$ cat src/rtl/paula_audio_mixer_seq.sv
// ---------------------------------------------------------------------------
// paula_audio_mixer_seq
//
// Four-channel audio mixer built around a single shared 8x7 signed-by-unsigned
// multiplier. A free-running six-step sequencer takes a snapshot of all inputs,
// multiplies each channel by its volume in turn, sums the two channels of each
// side, and publishes both side sums on the same edge.
//
// Ports
//   clk              bus clock, every state change happens on its rising edge
//   reset_n          synchronous active-low reset
//   clk7_en          clock enable; the sequencer advances only when it is 1
//   sample0..3 [7:0] channel samples, two's complement
//   vol0..3    [6:0] channel volumes, unsigned; bit 6 set means full scale (64)
//   ldatasum  [14:0] left mix, two's complement
//   rdatasum  [14:0] right mix, two's complement
//   mix_valid        one-clk pulse in the cycle after ldatasum/rdatasum update
//   state_dbg  [2:0] current sequencer state (SNAP=0 .. OUT=5)
//
// Handshake: mix_valid is a valid-only strobe with no ready. It is high for
// exactly one clk cycle after an update; ldatasum/rdatasum hold their values
// until the next update, so a consumer may sample them at any time after the
// strobe.
//
// Parameter SWAP_LR: 0 -> channels 0,3 left and 1,2 right;
//                    1 -> channels 1,2 left and 0,3 right.
// ---------------------------------------------------------------------------
module paula_audio_mixer_seq #(
  parameter bit SWAP_LR = 1'b0
) (
  input  logic        clk,
  input  logic        reset_n,
  input  logic        clk7_en,
  input  logic [7:0]  sample0,
  input  logic [7:0]  sample1,
  input  logic [7:0]  sample2,
  input  logic [7:0]  sample3,
  input  logic [6:0]  vol0,
  input  logic [6:0]  vol1,
  input  logic [6:0]  vol2,
  input  logic [6:0]  vol3,
  output logic [14:0] ldatasum,
  output logic [14:0] rdatasum,
  output logic        mix_valid,
  output logic [2:0]  state_dbg
);

  typedef enum logic [2:0] {
    ST_SNAP = 3'd0,
    ST_MULA = 3'd1,
    ST_MULB = 3'd2,
    ST_MULC = 3'd3,
    ST_MULD = 3'd4,
    ST_OUT  = 3'd5
  } state_t;

  // Channel routing for each multiply step.
  localparam logic [1:0] CH_LA = SWAP_LR ? 2'd1 : 2'd0;
  localparam logic [1:0] CH_LB = SWAP_LR ? 2'd2 : 2'd3;
  localparam logic [1:0] CH_RA = SWAP_LR ? 2'd0 : 2'd1;
  localparam logic [1:0] CH_RB = SWAP_LR ? 2'd3 : 2'd2;

  state_t state;
  state_t state_next;

  // Snapshot of the inputs; the multiply steps read only these.
  logic [7:0] snap_sample [4];
  logic [6:0] snap_vol    [4];

  logic [14:0] acc_l;
  logic [14:0] acc_r;

  // Control decoded from the state (already qualified by clk7_en).
  logic       snap_en;
  logic       acc_l_load;
  logic       acc_l_add;
  logic       acc_r_load;
  logic       acc_r_add;
  logic       out_en;
  logic [1:0] mul_sel;

  // Shared multiplier datapath.
  logic [7:0]  mul_sample;
  logic [6:0]  mul_vol_raw;
  logic [6:0]  eff_vol;
  logic [13:0] mul_a;
  logic [13:0] mul_b;
  logic [13:0] product;
  logic [14:0] product_ext;

  // -------------------------------------------------------------------------
  // Sequencer: state register
  // -------------------------------------------------------------------------
  always_ff @(posedge clk) begin
    if (!reset_n) begin
      state <= ST_SNAP;
    end else begin
      state <= state_next;
    end
  end

  // -------------------------------------------------------------------------
  // Sequencer: next-state logic (free-running ring, advances on enable only)
  // -------------------------------------------------------------------------
  always_comb begin
    state_next = state;
    if (clk7_en) begin
      unique case (state)
        ST_SNAP: state_next = ST_MULA;
        ST_MULA: state_next = ST_MULB;
        ST_MULB: state_next = ST_MULC;
        ST_MULC: state_next = ST_MULD;
        ST_MULD: state_next = ST_OUT;
        ST_OUT:  state_next = ST_SNAP;
        default: state_next = ST_SNAP;
      endcase
    end
  end

  // -------------------------------------------------------------------------
  // Sequencer: output decode
  // -------------------------------------------------------------------------
  always_comb begin
    snap_en    = 1'b0;
    acc_l_load = 1'b0;
    acc_l_add  = 1'b0;
    acc_r_load = 1'b0;
    acc_r_add  = 1'b0;
    out_en     = 1'b0;
    mul_sel    = CH_LA;
    unique case (state)
      ST_SNAP: snap_en = clk7_en;
      ST_MULA: begin
        mul_sel    = CH_LA;
        acc_l_load = clk7_en;
      end
      ST_MULB: begin
        mul_sel   = CH_LB;
        acc_l_add = clk7_en;
      end
      ST_MULC: begin
        mul_sel    = CH_RA;
        acc_r_load = clk7_en;
      end
      ST_MULD: begin
        mul_sel   = CH_RB;
        acc_r_add = clk7_en;
      end
      ST_OUT:  out_en = clk7_en;
      default: ;
    endcase
  end

  assign state_dbg = state;

  // -------------------------------------------------------------------------
  // Input snapshot
  // -------------------------------------------------------------------------
  always_ff @(posedge clk) begin
    if (!reset_n) begin
      for (int i = 0; i < 4; i++) begin
        snap_sample[i] <= '0;
        snap_vol[i]    <= '0;
      end
    end else if (snap_en) begin
      snap_sample[0] <= sample0;
      snap_sample[1] <= sample1;
      snap_sample[2] <= sample2;
      snap_sample[3] <= sample3;
      snap_vol[0]    <= vol0;
      snap_vol[1]    <= vol1;
      snap_vol[2]    <= vol2;
      snap_vol[3]    <= vol3;
    end
  end

  // -------------------------------------------------------------------------
  // Shared multiplier. Volume bit 6 forces full scale (64) regardless of the
  // low bits. Operands are widened to the 14-bit product width: the sample is
  // sign-extended, the volume zero-extended, so the low 14 bits of the
  // product are the exact signed result (-8192..+8128 fits).
  // -------------------------------------------------------------------------
  always_comb begin
    mul_sample  = snap_sample[mul_sel];
    mul_vol_raw = snap_vol[mul_sel];
    eff_vol     = mul_vol_raw[6] ? 7'd64 : {1'b0, mul_vol_raw[5:0]};
    mul_a       = {{6{mul_sample[7]}}, mul_sample};
    mul_b       = {7'd0, eff_vol};
    product     = mul_a * mul_b;
    product_ext = {product[13], product};
  end

  // -------------------------------------------------------------------------
  // Side accumulators. Each side is two products, so 15 bits cannot overflow.
  // -------------------------------------------------------------------------
  always_ff @(posedge clk) begin
    if (!reset_n) begin
      acc_l <= '0;
      acc_r <= '0;
    end else begin
      if (acc_l_load) begin
        acc_l <= product_ext;
      end else if (acc_l_add) begin
        acc_l <= acc_l + product_ext;
      end
      if (acc_r_load) begin
        acc_r <= product_ext;
      end else if (acc_r_add) begin
        acc_r <= acc_r + product_ext;
      end
    end
  end

  // -------------------------------------------------------------------------
  // Output registers. Both sums are published on the same edge, and the
  // strobe follows in the next cycle. Since OUT is always followed by SNAP,
  // mix_valid can never stay high for two cycles.
  // -------------------------------------------------------------------------
  always_ff @(posedge clk) begin
    if (!reset_n) begin
      ldatasum  <= '0;
      rdatasum  <= '0;
      mix_valid <= 1'b0;
    end else begin
      mix_valid <= out_en;
      if (out_en) begin
        ldatasum <= acc_l;
        rdatasum <= acc_r;
      end
    end
  end

endmodule

$ cat config.mk
export PLATFORM = sky130hd
export DESIGN_NAME = paula_audio_mixer_seq
export DESIGN_NICKNAME = d
export VERILOG_FILES = /design/src/rtl/paula_audio_mixer_seq.sv
export SDC_FILE = /design/constraint.sdc
export NUM_CORES = 1
export LEC_CHECK = 0
export ABC_AREA = 1
export BUFFER_PORTS_ARGS = -buffer_cell sky130_fd_sc_hd__buf_2
export CAP_MARGIN = 40
export CORE_MARGIN = 2
export CORE_UTILIZATION = 45
export DETAILED_ROUTE_END_ITERATION = 12
export GPL_ROUTABILITY_DRIVEN = 0
export GPL_TIMING_DRIVEN = 0
export PLACE_DENSITY = 0.75
export SYNTH_ARGS = -nofsm -noshare
export SYNTH_HDL_FRONTEND = slang
export SYNTH_SLANG_ARGS = --single-unit
$ cat constraint.sdc
create_clock -name clk -period 6.9 [get_ports clk]
set_input_delay 0 -clock clk [delete_from_list [all_inputs] [get_ports clk]]
set_output_delay 0 -clock clk [all_outputs]
set_load 0.005 [all_outputs]
* After elaboration in Yosys (flattened, before gate mapping)
Memory sizes are Yosys's and may differ from the RTL's. Index checks and enable logic that the tools add are counted.
Word-level totals: flip-flop bits (word level) 64, latch bits 0, memory bits (writable) 60, bits in read-only memories 0, bits of input ports 63, output and inout port bits 34, word-level logic and storage cells 52, memories kept 2
Memory list:
- snap_sample | depth 4, bits a word 8, read ports 1, clocked after Yosys merged registers in 0, wr ports 4, line 67 | logic [7:0] snap_sample [4];
- snap_vol | depth 4, bits a word 7, read ports 1, clocked after Yosys merged registers in 0, wr ports 4, line 68 | logic [6:0] snap_vol [4];
Cells by class: add/sub/neg operators 2, multiply operators 1, div/mod/pow operators 0, $lt $le $gt $ge 0, equal/unequal tests 5, shift operators 0, mux-type cells 25, bitwise logic cells 8, reductions and logical operators 3
Operator list (number):
- 2-to-1 mux 15 bit | 4
- 2-to-1 mux 7 bit | 5
- 2-to-1 mux 8 bit | 4
- adder 15 bit | 2
- one-hot mux 3 bit (5 select lines) | 1
- multiplier 8 x 8 -> 14 bit | 1
- 2-to-1 mux 1 bit | 10
- bitwise OR 1 bit | 8
- equality test 3 x 2 -> 1 bit (second input constant) | 2
- equality test 3 bit (second input constant) | 2
- one-hot mux 2 bit (3 select lines) | 1
- nonzero test 2 bit | 2
- equality test 3 x 1 -> 1 bit (second input constant) | 1
- zero test 3 bit | 1

* Depth between registers and ports, before layout
An unclocked memory read counts as a cell.
depth after elaboration 8, depth in mapped cells 44, depth with buffers taken out 43

* Worst setup path after synthesis
No wires, ideal clock.
path kind register to register, start reg state[1] (netlist: state_dbg[1]), end reg acc_l[14], library setup time 0.109 ns, arrival time 5.999 ns, path slack 0.792 ns, cell stages (with the launch flop) 39, path buffers 2, path through dfxtp_1 -> buf_6 -> nand2_4 -> clkbuf_1 -> or2_2 -> o211ai_1 -> o21ai_0 -> inv_1 -> nor2_1 -> fa_1 -> inv_1 -> fa_1 -> inv_1 -> fa_1 -> inv_1 -> fa_1 -> inv_1 -> ha_1 -> [3 not listed] -> a21oi_1 -> xor2_1 -> inv_1 -> ha_1 -> nand2_1 -> a21oi_1 -> nor2_1 -> nor2_1 -> nor2_1 -> nand2_1 -> nand2_1 -> nand2_1 -> nor2_1 -> inv_1 -> nand2_1 -> nand3_1 -> nand2_1 -> inv_1
On the way: longest elaborated chain between the ends 8, elaborated cells between the ends (all ways) 15
Ends and longest elaborated chain:
- from (decl) | line 63 | state_t state;
- from (signal assigned) | line 98 | state <= state_next;
- equality test 3 bit or equality test 3 x 2 -> 1 bit (tied branches) | line 131 | unique case (state)
- one-hot mux 2 bit (3 select lines) | line 131
- memory (4 x 7 bit)
- 2-to-1 mux 7 bit | line 186 | eff_vol = mul_vol_raw[6] ? 7'd64 : {1'b0, mul_vol_raw[5:0]};
- multiplier 8 x 8 -> 14 bit | line 189 | product = mul_a * mul_b;
- adder 15 bit | line 204 | acc_l <= acc_l + product_ext;
- 2-to-1 mux 15 bit | line 203 | end else if (acc_l_add) begin
- 2-to-1 mux 15 bit | line 201 | if (acc_l_load) begin
- to (signal assigned) | line 202 | acc_l <= product_ext;
- to (signal assigned) | line 204
- to (decl) | line 70 | logic [14:0] acc_l;
Several ways; a longest one is shown, not always the timed one. The select of a mux whose other input is x is not followed. A chain may end at the register's enable or synchronous reset.

* Final worst setup path
start reg state[2] (netlist: state_dbg[2]), end reg acc_l[12]
The elaborated chain is that of the path after synthesis.

==> impl_results.md <==
* Status: finished clean
* Buf/Inv on CP at 10
* Largest net degree at the start of global routing at 33
* Final min period at between 6 and 7 ns
* Register area share after synthesis at roughly a third
* Post-DP HPWL at 16.9 mm
* Routed Antenna Nets at 0
* Share of cells above drive strength 1 at 15.7%
* H-tree Lvls at 4
* YS warnings at 0
* WHS at between 0.08 and 0.09 ns
* Slowest CP cell: fa_1
* Post-Syn Area at roughly 9000 um^2
* Final core occ at 57.8%
* Hold Crit Start: reset_n
* CTS Buffer Depth at 2
* Arrival @ worst endpoint at 6.94 ns
* CTS clk-pin slew, worst paths at around 0.06 ns
* Post-route DRC at 0
* Initial DRC Count at between 600 and 700
* Mapped Nets at 1358
* Starting Density at 45.9%
* Placed instance count at 1556
* Critical path's largest stage delay at 0.53 ns
* Core area at 19500 um^2
* Worst path depth at 34
* GRT Total Usage at 23.8%
* Total chip power at just under 3000 uW
* Initial antenna violation count at 0
* Vias at 8475
* Synth area leader: edfxtp_1
* WL/cell at about 15 um
* Setup slack, reg-to-reg at 0.28 ns
* # setup viols final at 0
* CP Data Required Time at 7.22 ns
* ANT cells at 0
* Post-synth EDFFs at 60
* Max Freq at 0.151 GHz
* Grt ovf at 0
* Combinational power share at 40.6%
* Post-layout instance area at 11300 um^2
* Largest cells by area after synthesis: edfxtp_1 20%, dfxtp_1 14%, nand2_1 9.8%
* Crit. Startpoint: state_dbg[2]$_SDFFE_PN0P_
* Setup Skew at 0.0102 ns
* Vias/cell at 5.09
* Worst VDD drop at 0.206 mV
* Worst reg2reg startpoint: state_dbg[2]$_SDFFE_PN0P_
* Top-count cell post-synth: nand2_1
* Hold Path Cell Cnt at 3
* Leak at 0.00592 uW
* Vias in the first global route at around 8500
* Synth Register Bits at 124
* First-pass GRT wire length at 40.9 mm
* Row cnt at 51
* Max Cap Viol at 0
* Pwr Density at approximately 260 nW/um^2
* DR top layer: met4
* Switch Pwr at 1130 uW
* Die Wd at 145 um
* Worst-Skew Late Latency at 0.43 ns
* Worst-path fanout max at 10
* CP startpoint kind: flip-flop
* Metal-1 WL at 10.8 mm
* Reg-to-reg endpoint: acc_l[12]$_SDFFE_PN0P_
* Top delay family on crit path: adder cells
* Area Growth Syn to Fin at 25.9%
* Clock Power Share at 30.4%
* Top-area cell type share of the netlist area at 20.1%
* First-pass iteration count of the detailed router at 6
* CTS tree: yes
* CP endpoint kind: flip-flop
* Die Area at 21000 um^2
* Int Pwr at approximately 1800 uW
* Synth unique cells at 40
* Most common library cells after synthesis: 234 x nand2_1, 212 x inv_1, 205 x nor2_1
* Met3 routed WL at 1.61 mm
* Sw Share at 38.6%
* Met2 wire length at 11.9 mm
* Final Max Tran Viols at 0
* Top Ports at a little under 100
* Async S/R FF share, synth at 0%
* Reg2reg path depth at 34
* Die Y at 145 um
* Cells after synthesis at between 1000 and 1500
* Routed wire length at between 20 and 25 mm
* Non-filler cells, final at 1664
* Input/output buffers at 96
* Final hold violations at 0
* Actual slew at the worst max-slew pin at 0.760 ns
* CP Class: flip-flop to flip-flop
* Final period util at between 90% and 100%
* Worst slew margin at 48.9%
* Final #Nets at 1550
* Number of CTS-inserted buffers at 17
* Hold WC Path Type: input port to flip-flop
* Sequential fraction of design power at slightly below 30%
* Hold Crit Endpoint: acc_l[0]$_SDFFE_PN0P_
* Root Driver: clkbuf_16
* Placed cell area at 9790 um^2
* CTS Sinks at between 100 and 150
* Primary FF master, synth: dfxtp_1
* Avg Inst Size Synth at 7.50 um^2
==> final cells by class <==
| type | count | area [um^2] |
|---|---|---|
| Fill cell | 1694 | 8250 |
| Sequential cell | 124 | 3090 |
| Clock buffer | 21 | 503 |
| Multi-Input combinational cell | 820 | 5040 |
| Timing Repair Buffer | 173 | 1220 |
| Clock inverter | 11 | 78.8 |
| Inverter | 217 | 820 |
| Tap cell | 265 | 332 |
| Buffer | 33 | 193 |
==> placed cells by master (no fill, tap or decap), types with 3 or more instances in the layout <==
cell type,n
mux2i_1,8
dfxtp_2,3
clkinv_2,4
buf_4,16
xor2_1,10
inv_2,8
o21bai_1,4
nand3_1,48
ha_4,6
xnor2_1,5
dlygate4sd3_1,61
clkinv_4,4
edfxtp_1,60
a21oi_1,53
ha_1,50
fa_1,43
buf_2,103
a31oi_1,17
nand2_2,12
nand4_1,6
o21ai_0,68
o211ai_1,9
inv_1,205
nor2_2,4
nand2_1,230
clkbuf_1,19
inv_4,3
clkbuf_16,19
buf_6,5
nor3_1,4
or2_2,10
dfxtp_1,61
a21o_1,5
o21ai_1,3
nor2_1,201
o21ai_2,6
==> cell families (layout without fill, tap and decap cells) <==
logic type	Yosys count	after routing	share of synthesized area, %
adder cells (fa/ha/maj)	101	101	17.7
XOR/XNOR	18	18	1.76
AO/OA/AOI/OAI	170	170	10.5
buffers and inverters	250	455	11.0
AND/OR/NAND/NOR	523	523	23.7
flip-flops	124	124	34.4
multiplexers	8	8	0.894
==> power groups by stage <==
stage | logic (uW) | clock network [uW] | registers (uW)
floorplan | 786 | 0 | 854
finish | 1190 | 888 | 849
global placement | 1000 | 0 | 861
CTS | 1080 | 882 | 846
global route | 1350 | 915 | 853
detailed placement | 1030 | 0 | 861
==> worst max path at each step <==
stage / endpoint / slack (ns)
2_1_floorplan: acc_l[14]$_SDFFE_PN0P_ / 0.79
3_3_place_gp: acc_l[14]$_SDFFE_PN0P_ / 0.01
3_5_place_dp: acc_l[14]$_SDFFE_PN0P_ / -0.06
4_1_cts: acc_r[14]$_SDFFE_PN0P_ / 0.02
5_1_grt: acc_l[14]$_SDFFE_PN0P_ / -0.08
6_report: acc_l[12]$_SDFFE_PN0P_ / 0.28
==> routing by layer <==
layer / vias to the layer above / GRT usage [%]
met5: - / 0
met4: 0 / 7.70
met3: 54 / 5.47
met2: 325 / 39.8
met1: 3935 / 30.5
li1: 4161 / -
==> per-stage QoR <==
step | setup TNS (ns) | setup WS, ns
after floorplan | 0 | 0.792
after global placement | 0 | 0.0146
after detailed placement | -0.0926 | -0.0627
after CTS | 0 | 0.0156
after global routing | -0.143 | -0.0785
final | 0 | 0.280
==> state kept, by name, summed over array words and instances (netlist names) <==
signal       cells
mix_valid        1
rdatasum        15
acc_l           15
snap_vol        28
acc_r           15
snap_sample     32
state_dbg        3
ldatasum        15
==> worst register-to-register path: cells and delay by family, from the launching register on <==
family / cells / cell delay, ns
DFF: 1 / 0.36
and+or+nand+nor: 10 / 1.37
buffers and inverters: 10 / 0.97
xor gates and xnor gates: 1 / 0.23
AOI/OAI and AO/OA: 7 / 0.94
adders and majority gates: 6 / 2.62
==> what timing repair did <==
action | CTS | global route
buffers inserted | 1 | 13
pin swaps | 1 | 4
setup endpoints to repair | 3 | 13
hold buffers | 61 | 0
endpoints found under the hold margin | 63 | 0
cloned | 0 | 1
gates resized for setup | 1 | 56
Note: power is estimated with default switching activity, not from simulation.
